===== src/rtl/conta_votos_pkg.sv =====
// Shared types and sizes for the voting-session controller and its vote counter.
package conta_votos_pkg;

    localparam int N_VOT = 3;
    localparam int R_W   = 4;

    typedef enum logic [1:0] {
        OCIOSO  = 2'd0,
        COLETA  = 2'd1,
        APURA   = 2'd2,
        PUBLICA = 2'd3
    } estado_t;

endpackage


===== src/rtl/conta_votos.sv =====
// Combinational vote tally: R[2:0] = number of yes votes, R[3] = approved (yes majority).
module conta_votos
    import conta_votos_pkg::*;
(
    input  logic [N_VOT-1:0] V,
    output logic [R_W-1:0]   R
);

    logic [2:0] w_qtd_sim;

    always_comb begin
        w_qtd_sim = 3'd0;
        for (int i = 0; i < N_VOT; i++) begin
            w_qtd_sim = w_qtd_sim + {2'b00, V[i]};
        end
    end

    assign R = {(w_qtd_sim >= 3'd2), w_qtd_sim};

endmodule


===== src/rtl/urna_controle.sv =====
// Voting-session controller: collects one vote per voter inside a bounded window,
// then tallies the captured vector through conta_votos and publishes the registered result.
module urna_controle
    import conta_votos_pkg::*;
#(
    parameter int JANELA = 16
) (
    input  logic             clk,
    input  logic             rst,
    input  logic             INICIO,
    input  logic [N_VOT-1:0] VOTO_VALIDO,
    input  logic [N_VOT-1:0] VOTO_SIM,
    output logic             OCUPADO,
    output logic [N_VOT-1:0] JA_VOTOU,
    output logic [N_VOT-1:0] V_APURADO,
    output logic [R_W-1:0]   R,
    output logic             PRONTO,
    output logic             ERRO_DUPLO,
    output logic             TEMPO_ESGOTADO
);

    localparam int CNT_W = (JANELA > 2) ? $clog2(JANELA) : 1;
    localparam logic [CNT_W-1:0] CNT_MAX = CNT_W'(JANELA - 1);

    estado_t          r_estado, w_estado_nxt;
    logic [CNT_W-1:0] r_cnt, w_cnt_nxt;
    logic [N_VOT-1:0] r_ja, w_ja_nxt;
    logic [N_VOT-1:0] r_v, w_v_nxt;
    logic [R_W-1:0]   r_r, w_r_nxt;
    logic             r_erro, w_erro_nxt;
    logic             r_tempo, w_tempo_nxt;
    logic [R_W-1:0]   w_r_cv;

    conta_votos u_cv (
        .V (r_v),
        .R (w_r_cv)
    );

    always_ff @(posedge clk or posedge rst) begin
        if (rst) begin
            r_estado <= OCIOSO;
            r_cnt    <= '0;
            r_ja     <= '0;
            r_v      <= '0;
            r_r      <= '0;
            r_erro   <= 1'b0;
            r_tempo  <= 1'b0;
        end else begin
            r_estado <= w_estado_nxt;
            r_cnt    <= w_cnt_nxt;
            r_ja     <= w_ja_nxt;
            r_v      <= w_v_nxt;
            r_r      <= w_r_nxt;
            r_erro   <= w_erro_nxt;
            r_tempo  <= w_tempo_nxt;
        end
    end

    always_comb begin
        w_estado_nxt = r_estado;
        w_cnt_nxt    = r_cnt;
        w_ja_nxt     = r_ja;
        w_v_nxt      = r_v;
        w_r_nxt      = r_r;
        w_erro_nxt   = r_erro;
        w_tempo_nxt  = r_tempo;
        unique case (r_estado)
            OCIOSO: begin
                if (INICIO) begin
                    w_estado_nxt = COLETA;
                    w_cnt_nxt    = '0;
                    w_ja_nxt     = '0;
                    w_v_nxt      = '0;
                    w_erro_nxt   = 1'b0;
                    w_tempo_nxt  = 1'b0;
                end
            end
            COLETA: begin
                // First vote wins; a repeat strobe only raises the duplicate flag.
                for (int i = 0; i < N_VOT; i++) begin
                    if (VOTO_VALIDO[i]) begin
                        if (!r_ja[i]) begin
                            w_v_nxt[i]  = VOTO_SIM[i];
                            w_ja_nxt[i] = 1'b1;
                        end else begin
                            w_erro_nxt = 1'b1;
                        end
                    end
                end
                if (r_cnt != CNT_MAX) begin
                    w_cnt_nxt = r_cnt + 1'b1;
                end
                if (&w_ja_nxt) begin
                    w_estado_nxt = APURA;
                end else if (r_cnt == CNT_MAX) begin
                    w_estado_nxt = APURA;
                    w_tempo_nxt  = 1'b1;
                end
            end
            APURA: begin
                w_r_nxt      = w_r_cv;
                w_estado_nxt = PUBLICA;
            end
            PUBLICA: begin
                w_estado_nxt = OCIOSO;
            end
            default: begin
                w_estado_nxt = OCIOSO;
            end
        endcase
    end

    assign OCUPADO        = (r_estado != OCIOSO);
    assign PRONTO         = (r_estado == PUBLICA);
    assign JA_VOTOU       = r_ja;
    assign V_APURADO      = r_v;
    assign R              = r_r;
    assign ERRO_DUPLO     = r_erro;
    assign TEMPO_ESGOTADO = r_tempo;

endmodule


===== config.mk =====
export PLATFORM = sky130hd
export DESIGN_NAME = urna_controle
export DESIGN_NICKNAME = d
export VERILOG_FILES = /design/src/rtl/conta_votos_pkg.sv /design/src/rtl/conta_votos.sv /design/src/rtl/urna_controle.sv
export SDC_FILE = /design/constraint.sdc
export NUM_CORES = 1
export LEC_CHECK = 0
export CORE_UTILIZATION = 45
export DETAILED_ROUTE_END_ITERATION = 16
export GPL_TIMING_DRIVEN = 1
export MAX_ROUTING_LAYER = met4
export PLACE_DENSITY = 0.71
export SYNTH_ARGS = -nofsm -noshare
export SYNTH_HDL_FRONTEND = slang
export SYNTH_HIERARCHICAL = 1
export SYNTH_SLANG_ARGS = --single-unit
export TNS_END_PERCENT = 20

===== constraint.sdc =====
create_clock -name clk -period 2 [get_ports clk]
set_input_delay 0.6 -clock clk [delete_from_list [all_inputs] [get_ports clk]]
set_output_delay 0.6 -clock clk [all_outputs]
set_load 0.05 [all_outputs]

==> results.yml, run 1 <==
sta:
  period_minus_slack_ns: 1.92
  rsz0062_at_grt: "false"
  fmax_ghz: 0.520
  fin_tns_setup_ns: 0
  clock_skew_ns: 0.00526
  hold_viol: 0
  min_period_over_period: 0.961
  drv_slew: 0
  hold_slack_ns: 0.494
  setup_violations: 0
synthesis:
  ys_seq_elements: 18
  ys.warnings.count: 6
  synth_seq_area_share: 0.422
  synth.distinct_cells: 33
  synthCells: 112
  syn-num-nets: 128
  synthArstFlopShare: 1.00
  avgSynthCellArea_um2: 9.53
  synth_area_um2: 1070
  synth_edf_count: 0
  synthFlopType: "dfrtp_1"
power_and_ir_drop:
  p_per_area_nw_per_um2: 1690
  ir_drop_mv: 1.23
  p_seq_frac: 0.273
  p_int_w: 0.00123
  swShare: 0.479
  p_leak_nw: 0.664
  combPwrFrac: 0.653
  switching_power_w: 0.00113
  power_frac_clock: 0.075
cells_and_area:
  multi_input_area_um2: 562
  num-fill-cells: 197
  layout.nets: 160
  area_delta_synth_final_pct: 31.2
  final_layout_size_suffix_gt1_frac: 0.275
  diodes: 0
  finalInstanceArea_um2: 1400
  ff_latch_area_um2: 450
floorplanning:
  ios: 23
  core_area_um2: 2230
  die-area_um2: 2570
  row_count: 17
  die_h_um: 50.7
  die_w_um: 50.7
  start_util: 0.478
setup_path:
  critPathMaxStageDelay_ns: 0.44
  crit_arrival_ns: 1.32
  crit_fanout: 6
  crit_path_start_kind: "flop"
  crit_chain: "inv_2 -> ha_4 -> clkinvlp_4 -> buf_12"
  required_ns: 1.40
  cpMaxStageDelayCell: "dfrtp_1"
  end_kind: "primary output"
  critPathKind: "reg2out"
routing:
  drc: 0
  viasPerCell: 5.56
  wirelength_um: 2420
  drt_iter0_markers: 24
  avgRoutedWirePerCell_um: 14.3
  vias: 946
  drt_pass1_iterations: 4
  final_antenna_net_count: 0
clocking:
  h-tree-depth: 1
  holdBufCountCts: 0
  ctsLongestPathBuffers: 2
  cts_tree: "done"
  clkSinkCount: 18
  root_buffer: "clkbuf_4"
  clk_pin_slew_ns: 0.10
  worstSkewPairLatency_ns: 0.28
  cts_made_buffers: 3
global_routing:
  grt_pass1_vias: 886
  grt_max_degree: 15
  track_usage: 0.207
  antenna_found_initial: 0
  grt_pass1_wl_um: 3820
  grt_overflow: 0
run_status:
  status: "completed"
placed_design:
  place_congestion: 0.858
  portBuffers: 22
  placedInstanceArea_um2: 1350
  hpwl_um: 1830
hold_path:
  hold_class: "in2async"
job:
  maxCapViolations: 0
power groups by stage:
| stage | Combinational (W) | Sequential [W] | Clock (W) |
|---|---|---|---|
| finish | 0.00154 | 0.000645 | 0.000176 |
| detailed placement | 0.00147 | 0.000649 | 0 |
| floorplan | 0.000738 | 0.000936 | 0 |
| CTS | 0.00150 | 0.000642 | 0.000183 |
| global placement | 0.00144 | 0.000637 | 0 |
| global route | 0.00167 | 0.000666 | 0.000196 |
routing by layer:
| metal | share of wire | global-route usage | vias to the layer above |
|---|---|---|---|
| met2 | 0.50 | 0.336 | 35 |
| met1 | 0.43 | 0.260 | 452 |
| met4 | 0.014 | 0.0926 | 0 |
| met3 | 0.058 | 0.0242 | 4 |
| met5 | 0 | - | - |
| li1 | - | - | 455 |
sequential cells by signal (all words and copies together) (netlist names):
signal          cells
TEMPO_ESGOTADO      1
V_APURADO           3
r_cnt               4
r_estado            2
ERRO_DUPLO          1
R                   4
JA_VOTOU            3
area by class of cell:
class | instances | share of cell area
sequential | 18 | 0.322
timing repair buffer | 33 | 0.209
clock buffer | 3 | 0.0161
tap | 28 | 0.0250
multi-input combinational | 79 | 0.401
inverter | 9 | 0.0268
cells in the final DEF (no fill, tap or decap), drive strengths merged, types with 2 or more instances in the layout:
cell,Yosys,final
o21ai,3,3
nor3,3,3
nor2,8,8
a31oi,2,2
a21oi,14,14
inv,9,8
a21o,3,3
nand2b,4,4
mux2i,4,4
buf,4,25
mux2,5,5
nand2,8,8
clkdlybuf4s50,0,8
dfrtp,18,18
ha,6,6
o22ai,4,4
o22a,2,2
clkbuf,2,3
nand3b,3,3
final timing paths:
check	depth (start not counted)	from	slack [ns]	to
hold reg to reg	1	R[3]	0.52	R[3]
hold / removal	2	rst	0.49	R[1]
setup / recovery	4	r_estado[1]	0.08	OCUPADO
max in group asynchronous	3	rst	1.07	TEMPO_ESGOTADO
setup reg to reg	5	r_estado[1]	0.36	r_estado[1]
min in group clk	1	R[3]	0.52	R[3]
kinds of logic (layout without fill, tap and decap cells):
group,after synthesis,after routing,synth area share
AO/OA/AOI/OAI,32,32,0.191
AND/OR/NAND/NOR,30,30,0.137
flip-flops,18,18,0.422
buffers and inverters,15,45,0.0633
multiplexers,9,9,0.0938
adder cells (fa/ha/maj),7,7,0.0891
other,1,1,0.00351
Yosys cell counts (2+ instances only):
library cell	n	share of area
dfrtp_1	18	0.42
a21oi_1	14	0.066
inv_1	9	0.032
nand2_1	8	0.028
nor2_1	8	0.028
ha_1	6	0.070
mux2_2	4	0.042
mux2i_1	4	0.038
nand2b_1	4	0.023
o22ai_1	4	0.023
a21o_1	3	0.021
nand3b_1	3	0.021
nor3_1	3	0.014
a31oi_1	2	0.012
buf_2	2	0.0094
buf_4	2	0.014
o21ai_0	2	0.0094
through the flow:
| step | std cells | power [W] | setup WS, ns | utilization |
|---|---|---|---|---|
| final | 170 | 0.00237 | 0.0782 | 0.627 |
| after detailed placement | 165 | 0.00212 | 0.0118 | 0.603 |
| after global placement | 165 | 0.00208 | 0.0417 | 0.603 |
| after global routing | 170 | 0.00253 | 0.00908 | 0.627 |
| after CTS | 168 | 0.00233 | 0.0235 | 0.618 |
| after floorplan | 112 | 0.00167 | 0.357 | - |
what timing repair did:
item / 4_1_cts / 5_1_grt
setup buffers: 0 / 2
gates resized for setup: 2 / 3
gates cloned: 0 / 0
endpoints found under the hold margin: 0 / 0
endpoints found under the setup margin: 1 / 1
worst max-delay path, delay by kind of cell (launching register included):
family,cells,cell delay [ns]
adders and majority gates,1,0.18
buffers and inverters,3,0.42
DFF,1,0.44
Power figures use the tool's default switching activity.
==> run 2, diff against run 1 <==
- CORE_MARGIN: default -> 2
- CORE_UTILIZATION: 45 -> 49
- PLACE_DENSITY: 0.71 -> 0.76
==> run 2 against run 1 <==
Compared with the run above:
- clock power grew 28%
- final cell count decreased by 1.8%
- setup slack gained 0.0090 ns
- non-clock buffer count decreased by 3
- global-route usage decreased by 1.3 points
- die area fell by 0.12%
==> results.yml, run 2 (synthesized netlist as in run 1, its figures left out) <==
power_and_ir_drop:
  p_seq_frac: 0.269
  switching_power_w: 0.00110
  p_per_area_nw_per_um2: 1690
  p_int_w: 0.00124
  ir_drop_mv: 1.16
  p_leak_nw: 0.661
  combPwrFrac: 0.636
  power_frac_clock: 0.096
  swShare: 0.470
  total_power_w: 0.00235
floorplanning:
  row_count: 16
  die_w_um: 50.7
  die-area_um2: 2570
  start_util: 0.533
  die_h_um: 50.7
  core_area_um2: 2000
  ios: 23
clocking:
  holdBufCountCts: 0
  ctsLongestPathBuffers: 2
  h-tree-depth: 1
  cts_tree: "done"
  clkSinkCount: 18
  clk_pin_slew_ns: 0.11
  root_buffer: "clkbuf_4"
  cts_made_buffers: 3
  worstSkewPairLatency_ns: 0.29
cells_and_area:
  layout_common_cells: "20 x buf_4, 18 x dfrtp_1, 14 x a21oi_1"
  layout.nets: 157
  final_layout_size_suffix_gt1_frac: 0.250
  num-fill-cells: 168
  diodes: 0
  area_delta_synth_final_pct: 29.9
  finalInstanceArea_um2: 1390
  fin_util: 0.693
  layout_commonest_cell: "buf_4"
setup_path:
  critPathKind: "reg2out"
  cpMaxStageDelayCell: "dfrtp_1"
  crit_fanout: 6
  critPathMaxStageDelay_ns: 0.42
  crit_arrival_ns: 1.31
  crit_chain: "inv_1 -> ha_4 -> inv_1 -> buf_12"
  cpMostUsedCell: "inv_1"
  crit_path_start_kind: "flop"
  end_kind: "primary output"
  required_ns: 1.40
global_routing:
  grt_overflow: 0
  grt_max_degree: 19
  grt_pass1_wl_um: 3710
  grt_pass1_vias: 858
  track_usage: 0.194
  antenna_found_initial: 0
placed_design:
  hpwl_um: 1580
  placedInstanceArea_um2: 1330
  place_congestion: 0.909
  portBuffers: 22
sta:
  rsz0062_at_grt: "false"
  period_minus_slack_ns: 1.91
  fin_tns_setup_ns: 0
  drv_slew: 0
  hold_viol: 0
  fmax_ghz: 0.523
  min_period_over_period: 0.956
  setup_violations: 0
  clock_skew_ns: 0.00942
routing:
  wirelength_um: 2140
  drt_iter0_markers: 22
  avgRoutedWirePerCell_um: 12.8
  viasPerCell: 5.41
  final_antenna_net_count: 0
  drc: 0
  drt_pass1_iterations: 4
  vias: 903
hold_path:
  hold_class: "reg2reg"
job:
  maxCapViolations: 0
run_status:
  status: "completed"
## run 2: changes by cell type in the layout (fill, tap and decap cells not counted)
cell        previous run  this run
buf_4                 23        20
clkbuf_8               0         1
inv_1                  6         8
clkinvlp_4             1         0
inv_2                  2         1
## run 2: power groups by stage
stage	Sequential, W	Combinational (W)	Clock (W)
floorplan	0.000936	0.000738	0
global placement	0.000635	0.00142	0
detailed placement	0.000641	0.00144	0
CTS	0.000634	0.00145	0.000230
global route	0.000655	0.00162	0.000244
finish	0.000630	0.00149	0.000225
## run 2: path summary, 6_finish.rpt
check | slack [ns] | from | endpoint | depth (start not counted)
worst max-delay path | 0.09 | r_estado[1] | OCUPADO | 4
worst min-delay path | 0.52 | R[3] | R[3] | 1
worst max register to register | 0.25 | r_estado[1] | r_cnt[1] | 6
worst min register to register | 0.52 | R[3] | R[3] | 1
max in group asynchronous | 1.20 | rst | V_APURADO[1] | 3
min in group asynchronous | 0.60 | rst | r_cnt[1] | 3
## run 2: through the flow
step                      worst slack (ns)  hold WS [ns]  instances
final                               0.0871         0.515        167
after global routing                0.0155         0.531        167
after CTS                          0.00532         0.520        166
after detailed placement            0.0219         0.497        162
after global placement              0.0365         0.490        162
after floorplan                      0.357         0.489        112
## run 2: worst max-delay path, delay by kind of cell, from the launching register on
kind,cells,cell delay (ns)
flip-flops,1,0.42
buffers and inverters,3,0.42
adder cells (fa/ha/maj),1,0.18
## run 2: repair_timing
action	4_1_cts	5_1_grt
gates resized for setup	1	2
cloned	0	0
setup endpoints to repair	1	1
buffers inserted	0	1
## run 2: per-layer routing
metal  part of all wire  vias to the layer above  wire length [um]  global-route usage
met3              0.042                        4                89              0.0238
met4              0.012                        0                26              0.0676
met2               0.47                       23              1010               0.307
li1                   -                      450                 -                   -
met1               0.48                      426              1020               0.258
met5                  0                        -                 0                   -
## run 2: area by class of cell
type / instances / area [um^2] / area share
timing repair buffer: 30 / 270 / 0.195
multi-input combinational: 79 / 562 / 0.405
sequential: 18 / 450 / 0.325
inverter: 9 / 33.8 / 0.0244
tap: 27 / 33.8 / 0.0244
clock buffer: 4 / 36.3 / 0.0262
==> run 3, diff against run 2 <==
- CORE_MARGIN: 2 -> default
==> run 3 against run 2 <==
Compared with the run above:
- maximum frequency increased by 0.62%
- count of clock-buffer cells in the layout unchanged
- die area fell by 7.7%
- final cell count grew 0.60%
- cell area is 0.54% higher
- setup slack gained 0.012 ns
- clock power about the same
- global-route usage up 3.7 points
- critical endpoint unchanged
- largest cell class unchanged
==> results.yml, run 3 (synthesized netlist as in run 1, its figures left out) <==
global_routing:
  grt_max_degree: 13
  antenna_found_initial: 0
  grt_pass1_wl_um: 4030
  grt_overflow: 0
  track_usage: 0.231
  grt_pass1_vias: 939
routing:
  vias: 942
  viasPerCell: 5.61
  drt_pass1_iterations: 4
  avgRoutedWirePerCell_um: 14.1
  final_antenna_net_count: 0
  drt_iter0_markers: 12
  wirelength_um: 2360
  drc: 0
cells_and_area:
  layout_commonest_cell: "buf_4"
  area_delta_synth_final_pct: 30.6
  final_cell_count_no_fill: 168
  layout_common_cells: "21 x buf_4, 18 x dfrtp_1, 14 x a21oi_1"
  final_layout_size_suffix_gt1_frac: 0.262
  finalInstanceArea_um2: 1390
  layout.nets: 158
  diodes: 0
setup_path:
  critPathKind: "reg2out"
  rr_endpoint: "V_APURADO[1]"
  crit_fanout: 6
  crit_path_start_kind: "flop"
  required_ns: 1.40
  r2r_slack_ns: 0.24
  end_kind: "primary output"
  crit_arrival_ns: 1.30
  r2r-start: "r_estado[1]"
  reg2reg_depth: 6
power_and_ir_drop:
  switching_power_w: 0.00113
  p_leak_nw: 0.666
  p_per_area_nw_per_um2: 1690
  ir_drop_mv: 1.18
  p_seq_frac: 0.270
  swShare: 0.478
  combPwrFrac: 0.634
  p_int_w: 0.00123
  power_frac_clock: 0.096
floorplanning:
  die_h_um: 48.7
  row_count: 16
  core_area_um2: 2000
  die_w_um: 48.7
  start_util: 0.533
  ios: 23
  die-area_um2: 2370
clocking:
  cts_made_buffers: 3
  worstSkewPairLatency_ns: 0.30
  h-tree-depth: 1
  cts_tree: "done"
  holdBufCountCts: 0
  ctsLongestPathBuffers: 2
  clk_pin_slew_ns: 0.11
  clkSinkCount: 18
  root_buffer: "clkbuf_4"
  cts_setup_buffers: 0
placed_design:
  placedInstanceArea_um2: 1350
  dpl_worst_slack_ns: 0.00363
  hpwl_um: 1830
  placed_cells: 164
  place_congestion: 0.889
  portBuffers: 22
sta:
  period_minus_slack_ns: 1.90
  rsz0062_at_grt: "false"
  hold_slack_ns: 0.518
  clock_skew_ns: 0.00619
  hold_viol: 0
  fin_tns_setup_ns: 0
  fin_ws_ns: 0.0989
  drv_slew: 0
  fmax_ghz: 0.526
  min_period_over_period: 0.951
  setup_violations: 0
run_status:
  status: "completed"
hold_path:
  min_from: "R[1]"
  hold_path_end: "R[1]"
  hold_path_depth: 1
  hold_class: "reg2reg"
job:
  maxCapViolations: 0
run 3: cell count changes in the layout (fill, tap and decap cells not counted), sizes merged:
cell / previous run / this run
buf: 22 / 23
run 3: repair_timing:
action,in CTS,in global routing
cloned,0,0
endpoints found under the setup margin,1,1
gates resized for setup,2,2
run 3: worst max-delay path, cell delays in order (launching register included):
cell,delay [ns]
dfrtp_1,0.43
inv_1,0.15
ha_4,0.19
inv_2,0.07
buf_12,0.15
run 3: metal layers:
layer / part of all wire / vias to the layer above / routed length (um) / GRT usage
li1: - / 449 / - / -
met1: 0.43 / 455 / 1000 / 0.273
met2: 0.51 / 33 / 1200 / 0.394
met3: 0.052 / 5 / 123 / 0.0440
met4: 0.015 / 0 / 36 / 0.0735
met5: 0 / - / 0 / -
run 3: per-stage QoR:
step / power, W / utilization
floorplan: 0.00167 / -
global placement: 0.00205 / 0.672
detailed placement: 0.00211 / 0.672
CTS: 0.00237 / 0.696
global route: 0.00253 / 0.696
finish: 0.00236 / 0.696
run 3: layout make-up:
cell class,instances,area (um^2)
Tap cell,27,33.8
Inverter,9,33.8
Multi-Input combinational cell,79,562
Timing Repair Buffer,31,278
Sequential cell,18,450
Clock buffer,4,36.3
Fill cell,164,608
run 3: power groups by stage:
stage / Clock, W / Sequential [W] / Combinational (W)
floorplan: 0 / 0.000936 / 0.000738
global placement: 0 / 0.000634 / 0.00142
global route: 0.000250 / 0.000659 / 0.00162
finish: 0.000227 / 0.000638 / 0.00150
CTS: 0.000232 / 0.000636 / 0.00150
detailed placement: 0 / 0.000644 / 0.00147
run 3: worst max path at each step:
stage,from,endpoint,slack [ns],cells past startpoint
after floorplan,JA_VOTOU[0],r_estado[1],0.36,4
after global placement,VOTO_VALIDO[0],r_estado[1],0.04,5
after detailed placement,VOTO_VALIDO[0],r_estado[1],0.004,5
after CTS,r_estado[0],OCUPADO,0.03,4
after global routing,r_estado[1],OCUPADO,0.06,4
final,r_estado[1],OCUPADO,0.1,4
